### config.mk
export PLATFORM = sky130hd
export DESIGN_NAME = icache_control_update
export DESIGN_NICKNAME = d
export VERILOG_FILES = /design/src/rtl/icache_control_update_pkg.sv /design/src/rtl/icache_plru.sv /design/src/rtl/icache_control_update.sv
export SDC_FILE = /design/constraint.sdc
export NUM_CORES = 1
export LEC_CHECK = 0
export ABC_CLOCK_PERIOD_IN_PS = 2600
export CORE_MARGIN = 2
export CORE_UTILIZATION = 48
export DETAILED_ROUTE_END_ITERATION = 10
export GPL_TIMING_DRIVEN = 0
export PLACE_DENSITY = 0.89
export SLEW_MARGIN = 20
export SYNTH_ARGS = -nofsm -noshare
export SYNTH_HDL_FRONTEND = slang
export SYNTH_SLANG_ARGS = --single-unit
### constraint.sdc
create_clock -name clk -period 2.6 [get_ports clk]
set_input_delay 0.26 -clock clk [delete_from_list [all_inputs] [get_ports clk]]
set_output_delay 0.26 -clock clk [all_outputs]
set_load 0.02 [all_outputs]
### src/rtl/icache_control_update_pkg.sv
// Shared types and widths for the icache per-set replacement/valid controller.
package icache_control_update_pkg;

    localparam int unsigned WAYS   = 4;
    localparam int unsigned WAY_W  = 2;
    localparam int unsigned PLRU_W = 3;
    localparam int unsigned CTRL_W = 7;
    localparam int unsigned ADDR_W = 32;

    typedef enum logic [1:0] {
        ST_IDLE   = 2'd0,
        ST_LOOKUP = 2'd1,
        ST_FILL   = 2'd2,
        ST_INVD   = 2'd3
    } state_t;

    // Control word as stored in the control ram: {plru[2:0], valid[3:0]}.
    typedef struct packed {
        logic [PLRU_W-1:0] plru;
        logic [WAYS-1:0]   valid;
    } ctrl_word_t;

endpackage

### src/rtl/icache_plru.sv
// Tree pLRU helper for one 4-way set.
//  plru_i      current tree bits {p2,p1,p0}
//  valid_i     per-way valid bits
//  way_i       way being touched (hit way or filled way)
//  victim_o    lowest invalid way, else the way the tree points at
//  plru_next_o tree bits after touching way_i
module icache_plru
    import icache_control_update_pkg::*;
(
    input  logic [PLRU_W-1:0] plru_i,
    input  logic [WAYS-1:0]   valid_i,
    input  logic [WAY_W-1:0]  way_i,
    output logic [WAY_W-1:0]  victim_o,
    output logic [PLRU_W-1:0] plru_next_o
);

    // Victim: an empty way is always preferred over evicting a live line.
    always_comb begin
        victim_o = 2'd0;
        if (!valid_i[0])      victim_o = 2'd0;
        else if (!valid_i[1]) victim_o = 2'd1;
        else if (!valid_i[2]) victim_o = 2'd2;
        else if (!valid_i[3]) victim_o = 2'd3;
        else if (!plru_i[0])  victim_o = plru_i[1] ? 2'd1 : 2'd0;
        else                  victim_o = plru_i[2] ? 2'd3 : 2'd2;
    end

    // Touch: point every tree node on the path away from the touched way.
    always_comb begin
        plru_next_o    = plru_i;
        plru_next_o[0] = ~way_i[1];
        if (!way_i[1]) plru_next_o[1] = ~way_i[0];
        else           plru_next_o[2] = ~way_i[0];
    end

endmodule

### src/rtl/icache_control_update.sv
// Per-set replacement/valid controller for the 4-way icache. Reads the control
// word for the fetched set, resolves hit way or victim way, writes back pLRU
// and valid bits, and sequences a full-cache invalidate through the control ram.
//  lookup_do/lookup_address  lookup request (IDLE only); set = address[11:4]
//  tag_hit                   per-way tag match, valid the cycle after accept
//  lookup_done/hit/way       1-cycle result pulse
//  fill_done                 victim line fill complete
//  invd_do/invd_done         full invalidate request and completion pulse
//  ctrl_*                    control ram read/write/invalidate port
module icache_control_update
    import icache_control_update_pkg::*;
(
    input  logic              clk,
    input  logic              rst_n,
    input  logic              lookup_do,
    input  logic [ADDR_W-1:0] lookup_address,
    input  logic [WAYS-1:0]   tag_hit,
    output logic              lookup_done,
    output logic              lookup_hit,
    output logic [WAY_W-1:0]  lookup_way,
    input  logic              fill_done,
    input  logic              invd_do,
    output logic              invd_done,
    output logic [ADDR_W-1:0] ctrl_address,
    output logic              ctrl_read_do,
    input  logic [CTRL_W-1:0] ctrl_q,
    output logic              ctrl_write_do,
    output logic [CTRL_W-1:0] ctrl_data,
    output logic              ctrl_invdcode_do,
    input  logic              ctrl_invdcode_done
);

    state_t            state_q, state_d;
    logic [ADDR_W-1:0] addr_q, addr_d;
    ctrl_word_t        word_q, word_d;
    logic [WAY_W-1:0]  way_q, way_d;

    ctrl_word_t        rd_word;
    logic [WAYS-1:0]   hitvec;
    logic              hit_any;
    logic [WAY_W-1:0]  hit_way;
    logic [PLRU_W-1:0] plru_in;
    logic [WAYS-1:0]   valid_in;
    logic [WAY_W-1:0]  way_in;
    logic [WAY_W-1:0]  victim;
    logic [PLRU_W-1:0] plru_next;

    assign rd_word = ctrl_word_t'(ctrl_q);
    assign hitvec  = tag_hit & rd_word.valid;
    assign hit_any = |hitvec;

    // Multiple hits cannot be resolved meaningfully; lowest way wins.
    always_comb begin
        hit_way = 2'd0;
        if (hitvec[0])      hit_way = 2'd0;
        else if (hitvec[1]) hit_way = 2'd1;
        else if (hitvec[2]) hit_way = 2'd2;
        else if (hitvec[3]) hit_way = 2'd3;
    end

    // One pLRU unit: FILL updates the saved word, otherwise the word just read.
    always_comb begin
        if (state_q == ST_FILL) begin
            plru_in  = word_q.plru;
            valid_in = word_q.valid;
            way_in   = way_q;
        end else begin
            plru_in  = rd_word.plru;
            valid_in = rd_word.valid;
            way_in   = hit_way;
        end
    end

    icache_plru u_plru (
        .plru_i      (plru_in),
        .valid_i     (valid_in),
        .way_i       (way_in),
        .victim_o    (victim),
        .plru_next_o (plru_next)
    );

    // State and captured-lookup registers.
    always_ff @(posedge clk or negedge rst_n) begin
        if (!rst_n) begin
            state_q <= ST_IDLE;
            addr_q  <= '0;
            word_q  <= '0;
            way_q   <= '0;
        end else begin
            state_q <= state_d;
            addr_q  <= addr_d;
            word_q  <= word_d;
            way_q   <= way_d;
        end
    end

    // Next state; invalidate wins over a simultaneous lookup.
    always_comb begin
        state_d = state_q;
        addr_d  = addr_q;
        word_d  = word_q;
        way_d   = way_q;
        unique case (state_q)
            ST_IDLE: begin
                if (invd_do) begin
                    state_d = ST_INVD;
                end else if (lookup_do) begin
                    addr_d  = lookup_address;
                    state_d = ST_LOOKUP;
                end
            end
            ST_LOOKUP: begin
                if (hit_any) begin
                    state_d = ST_IDLE;
                end else begin
                    word_d  = rd_word;
                    way_d   = victim;
                    state_d = ST_FILL;
                end
            end
            ST_FILL: if (fill_done) state_d = ST_IDLE;
            ST_INVD: if (ctrl_invdcode_done) state_d = ST_IDLE;
            default: state_d = ST_IDLE;
        endcase
    end

    // Outputs; the ram sees the live fetch address only while a lookup can be accepted.
    always_comb begin
        lookup_done      = 1'b0;
        lookup_hit       = 1'b0;
        lookup_way       = 2'd0;
        invd_done        = 1'b0;
        ctrl_read_do     = 1'b0;
        ctrl_write_do    = 1'b0;
        ctrl_data        = '0;
        ctrl_invdcode_do = 1'b0;
        ctrl_address     = (state_q == ST_IDLE) ? lookup_address : addr_q;
        unique case (state_q)
            ST_IDLE: ctrl_read_do = lookup_do & ~invd_do;
            ST_LOOKUP: begin
                lookup_done = 1'b1;
                lookup_hit  = hit_any;
                lookup_way  = hit_any ? hit_way : victim;
                if (hit_any) begin
                    ctrl_write_do = 1'b1;
                    ctrl_data     = {plru_next, rd_word.valid};
                end
            end
            ST_FILL: begin
                if (fill_done) begin
                    ctrl_write_do = 1'b1;
                    ctrl_data     = {plru_next, word_q.valid | (WAYS'(1) << way_q)};
                end
            end
            ST_INVD: begin
                ctrl_invdcode_do = 1'b1;
                invd_done        = ctrl_invdcode_done;
            end
            default: ;
        endcase
    end

endmodule

==> flow_metrics.tcl <==
set metrics [dict create \
    netlist_top_cells_area "dfrtp_1 42%, nand2_1 17%, mux2_2 15%, mux2_4 3.0%, ha_1 2.0%" \
    die_h_um 76.7 \
    critPathLaunchType "register" \
    wl_per_cell_um 15.1 \
    grt_pass1_wl_mm 11.0 \
    hold_class "input port to asynchronous set/reset pin" \
    synthesis.area_um2 2540 \
    io_pins 96 \
    synthCells 276 \
    synthXorXnorAreaFrac_pct 0 \
    rsz0062_at_grt "false" \
    required_ns 2.34 \
    start_util_pct 49.7 \
    areaGrowthSynthToFinish_pct 49.5 \
    clock_path_buffers 2 \
    die_w_um 76.7 \
    slew_violations 0 \
    arrival_ns 2.22 \
    fin_crit_ns 2.48 \
    synthSimpleGateAreaFrac_pct 22.0 \
    netlist-cell-type-count 41 \
    clk_pin_slew_worst_paths_ns 0.08 \
    htree_levels 2 \
    cts_made_buffers 5 \
    internal-power_w 0.00258 \
    ys_seq_elements 43 \
    fmax_mhz 404 \
    yosysTopAreaCell "dfrtp_1" \
    hpwl_mm 4.94 \
    busiest_layer "met2" \
    diodes 0 \
    clkSinkCount 43 \
    synth.avg_cell_area_um2 9.20 \
    routed_wl_mm 6.81 \
    synth_common_cells "113 x nand2_1, 43 x dfrtp_1, 33 x mux2_2, 8 x buf_2, 7 x o21ai_0" \
    drive_gt1_share_pct 18.6 \
    drtIter0Drc 123 \
    grt_antenna_before_repair 0 \
    synth.top_cell.area_share_pct 42.4 \
    skew_ns 0.00245 \
    synth.most_common_cell "nand2_1" \
    synth_compound_area_share_pct 11.3 \
    routed_via_density 5.29 \
    fillers 369 \
    final_nets 433 \
    timing.final.crit_share_pct 95.3 \
    grtUsageMet2_pct 40.4 \
    worstSetupPathType "register to output port" \
    synth_top_family_by_area "simple AND/OR/NAND/NOR gates" \
    track_usage_pct 23.0 \
    num_vias 2388 \
    p_leak_nw 2.11 \
    switching_share_pct 41.1 \
    p_clk_share_pct 10.6 \
    max_slew_margin_pct 70.1 \
    peakVddDrop_uv 779 \
    met3_usage_pct 7.41 \
    r2r_start "state_q[0]" \
    grt_overflow_total 0 \
    grt_start_max_net_pins 31 \
    gp_congestion 0.893 \
    worst_pin_slew_ns 0.448 \
    synth-adder-area-share_pct 1.97 \
    rows 26 \
    cp_max_fo 10 \
    firstDrtPassIters 4 \
    p_seq_share_pct 27.3 \
    startpoint "state_q[0]" \
    dieArea_um2 5890 \
    setup_viol 0 \
    ys_seq_area_share_pct 42.4 \
    tritoncts "done" \
    clk_root_buffer_cell "clkbuf_8" \
    port_buffers 95 \
    synth_ff_type "dfrtp_1" \
    finalHoldViolCount 0 \
    p_comb_share_pct 62.1 \
    async_reset_ff_share_pct 100 \
    core_area_um2 5110 \
    first_global_vias 2399 \
    drc 0 \
    yosys-mux-area-fraction_pct 18.9 \
    synth-edff-count 0 \
    maxCapViolations 0 \
    total_power_w 0.00438 \
    antenna_left 0 \
    power.net_switching_w 0.00180 \
    insertion_delay_ns 0.29 \
    gr-usage-met1_pct 26.4 \
    outcome "finished, final reports clean" \
    synth_nets 329 \
    endpoint_kind "output port" \
    synth_warnings 0 \
    power_density_nw_per_um2 1150 \
    final_core_util_pct 74.3 \
]
==> metrics by stage <==
stage / setup TNS [ns] / instances / hold WS (ns) / cell area [um^2] / worst slack [ns]
after global placement: -0.0823 / 441 / 0.454 / 3580 / -0.0297
after CTS: 0 / 451 / 0.419 / 3720 / 0.00161
after global routing: 0 / 451 / 0.456 / 3800 / 0.0122
final: 0 / 451 / 0.422 / 3800 / 0.122
after floorplan: 0 / 276 / -0.0356 / 2540 / 0.358
after detailed placement: -0.177 / 442 / 0.181 / 3590 / -0.0959
==> registers in the layout (all words and copies together) (netlist names) <==
name and count:
addr_q 32, way_q 2, state_q 2, word_q 7
==> cell type report <==
class	instances	area [um^2]	area share [%]
buffer	13	80.1	2.11
clock buffer	8	100	2.64
inverter	6	22.5	0.593
multi-input combinational	214	1400	36.8
sequential	43	1080	28.3
tap	70	87.6	2.31
timing repair buffer	97	1030	27.3
==> kinds of logic after synthesis <==
family | Yosys count
compound gates | 36
fa+ha+maj | 4
buf+inv | 19
flops | 43
mux | 41
simple gates | 133
==> path summary, 6_finish.rpt <==
check | end | slack (ns) | cells after the start
setup / recovery | ctrl_read_do | 0.12 | 7
hold / removal | state_q[0] | 0.42 | 2
setup reg to reg | addr_q[3] | 0.78 | 8
hold reg to reg | addr_q[14] | 0.47 | 2
max in group asynchronous | addr_q[19] | 1.70 | 3
min in group clk | addr_q[14] | 0.47 | 2
==> layout by cell type, fill, tap and decap left out, types with 4 or more instances in the layout <==
cell type          n
buf_4              4
buf_2              5
mux2_4             5
clkbuf_1           4
nor2b_1            5
nand2_1          113
o21ai_0            7
clkbuf_8           7
inv_1              6
mux2_2            33
dfrtp_1           43
clkdlybuf4s50_1   57
dlymetal6s2s_1    31
==> worst max-delay path: stages, from the launching register on <==
cell and delay (ns):
dfrtp_1 0.40, inv_1 0.12, ha_1 0.18, buf_4 0.19, nand3b_1 0.21, inv_1 0.21
clkbuf_4 0.24, dlygate4sd2_1 0.35
==> what timing repair did <==
item                                   4_1_cts  5_1_grt
hold buffers                                 1        0
endpoints found under the hold margin       13        0
setup buffers                                0        0
cloned                                       0        0
gates resized for setup                     14       40
setup endpoints to repair                   37       35
pin swaps                                    2        0
==> routing by layer <==
| metal | vias up | wire length (um) |
|---|---|---|
| met5 | - | 0 |
| met4 | 0 | 77 |
| met3 | 8 | 496 |
| met2 | 84 | 3440 |
| met1 | 1160 | 2790 |
| li1 | 1136 | - |
==> power groups by stage <==
| stage | Clock [W] | Combinational, W | Sequential, W |
|---|---|---|---|
| after floorplan | 0 | 0.00171 | 0.00114 |
| after global placement | 0 | 0.00268 | 0.00119 |
| after detailed placement | 0 | 0.00275 | 0.00119 |
| after CTS | 0.000468 | 0.00279 | 0.00119 |
| after global routing | 0.000498 | 0.00292 | 0.00123 |
| final | 0.000463 | 0.00272 | 0.00120 |
Note: power is estimated with default switching activity, not from simulation.
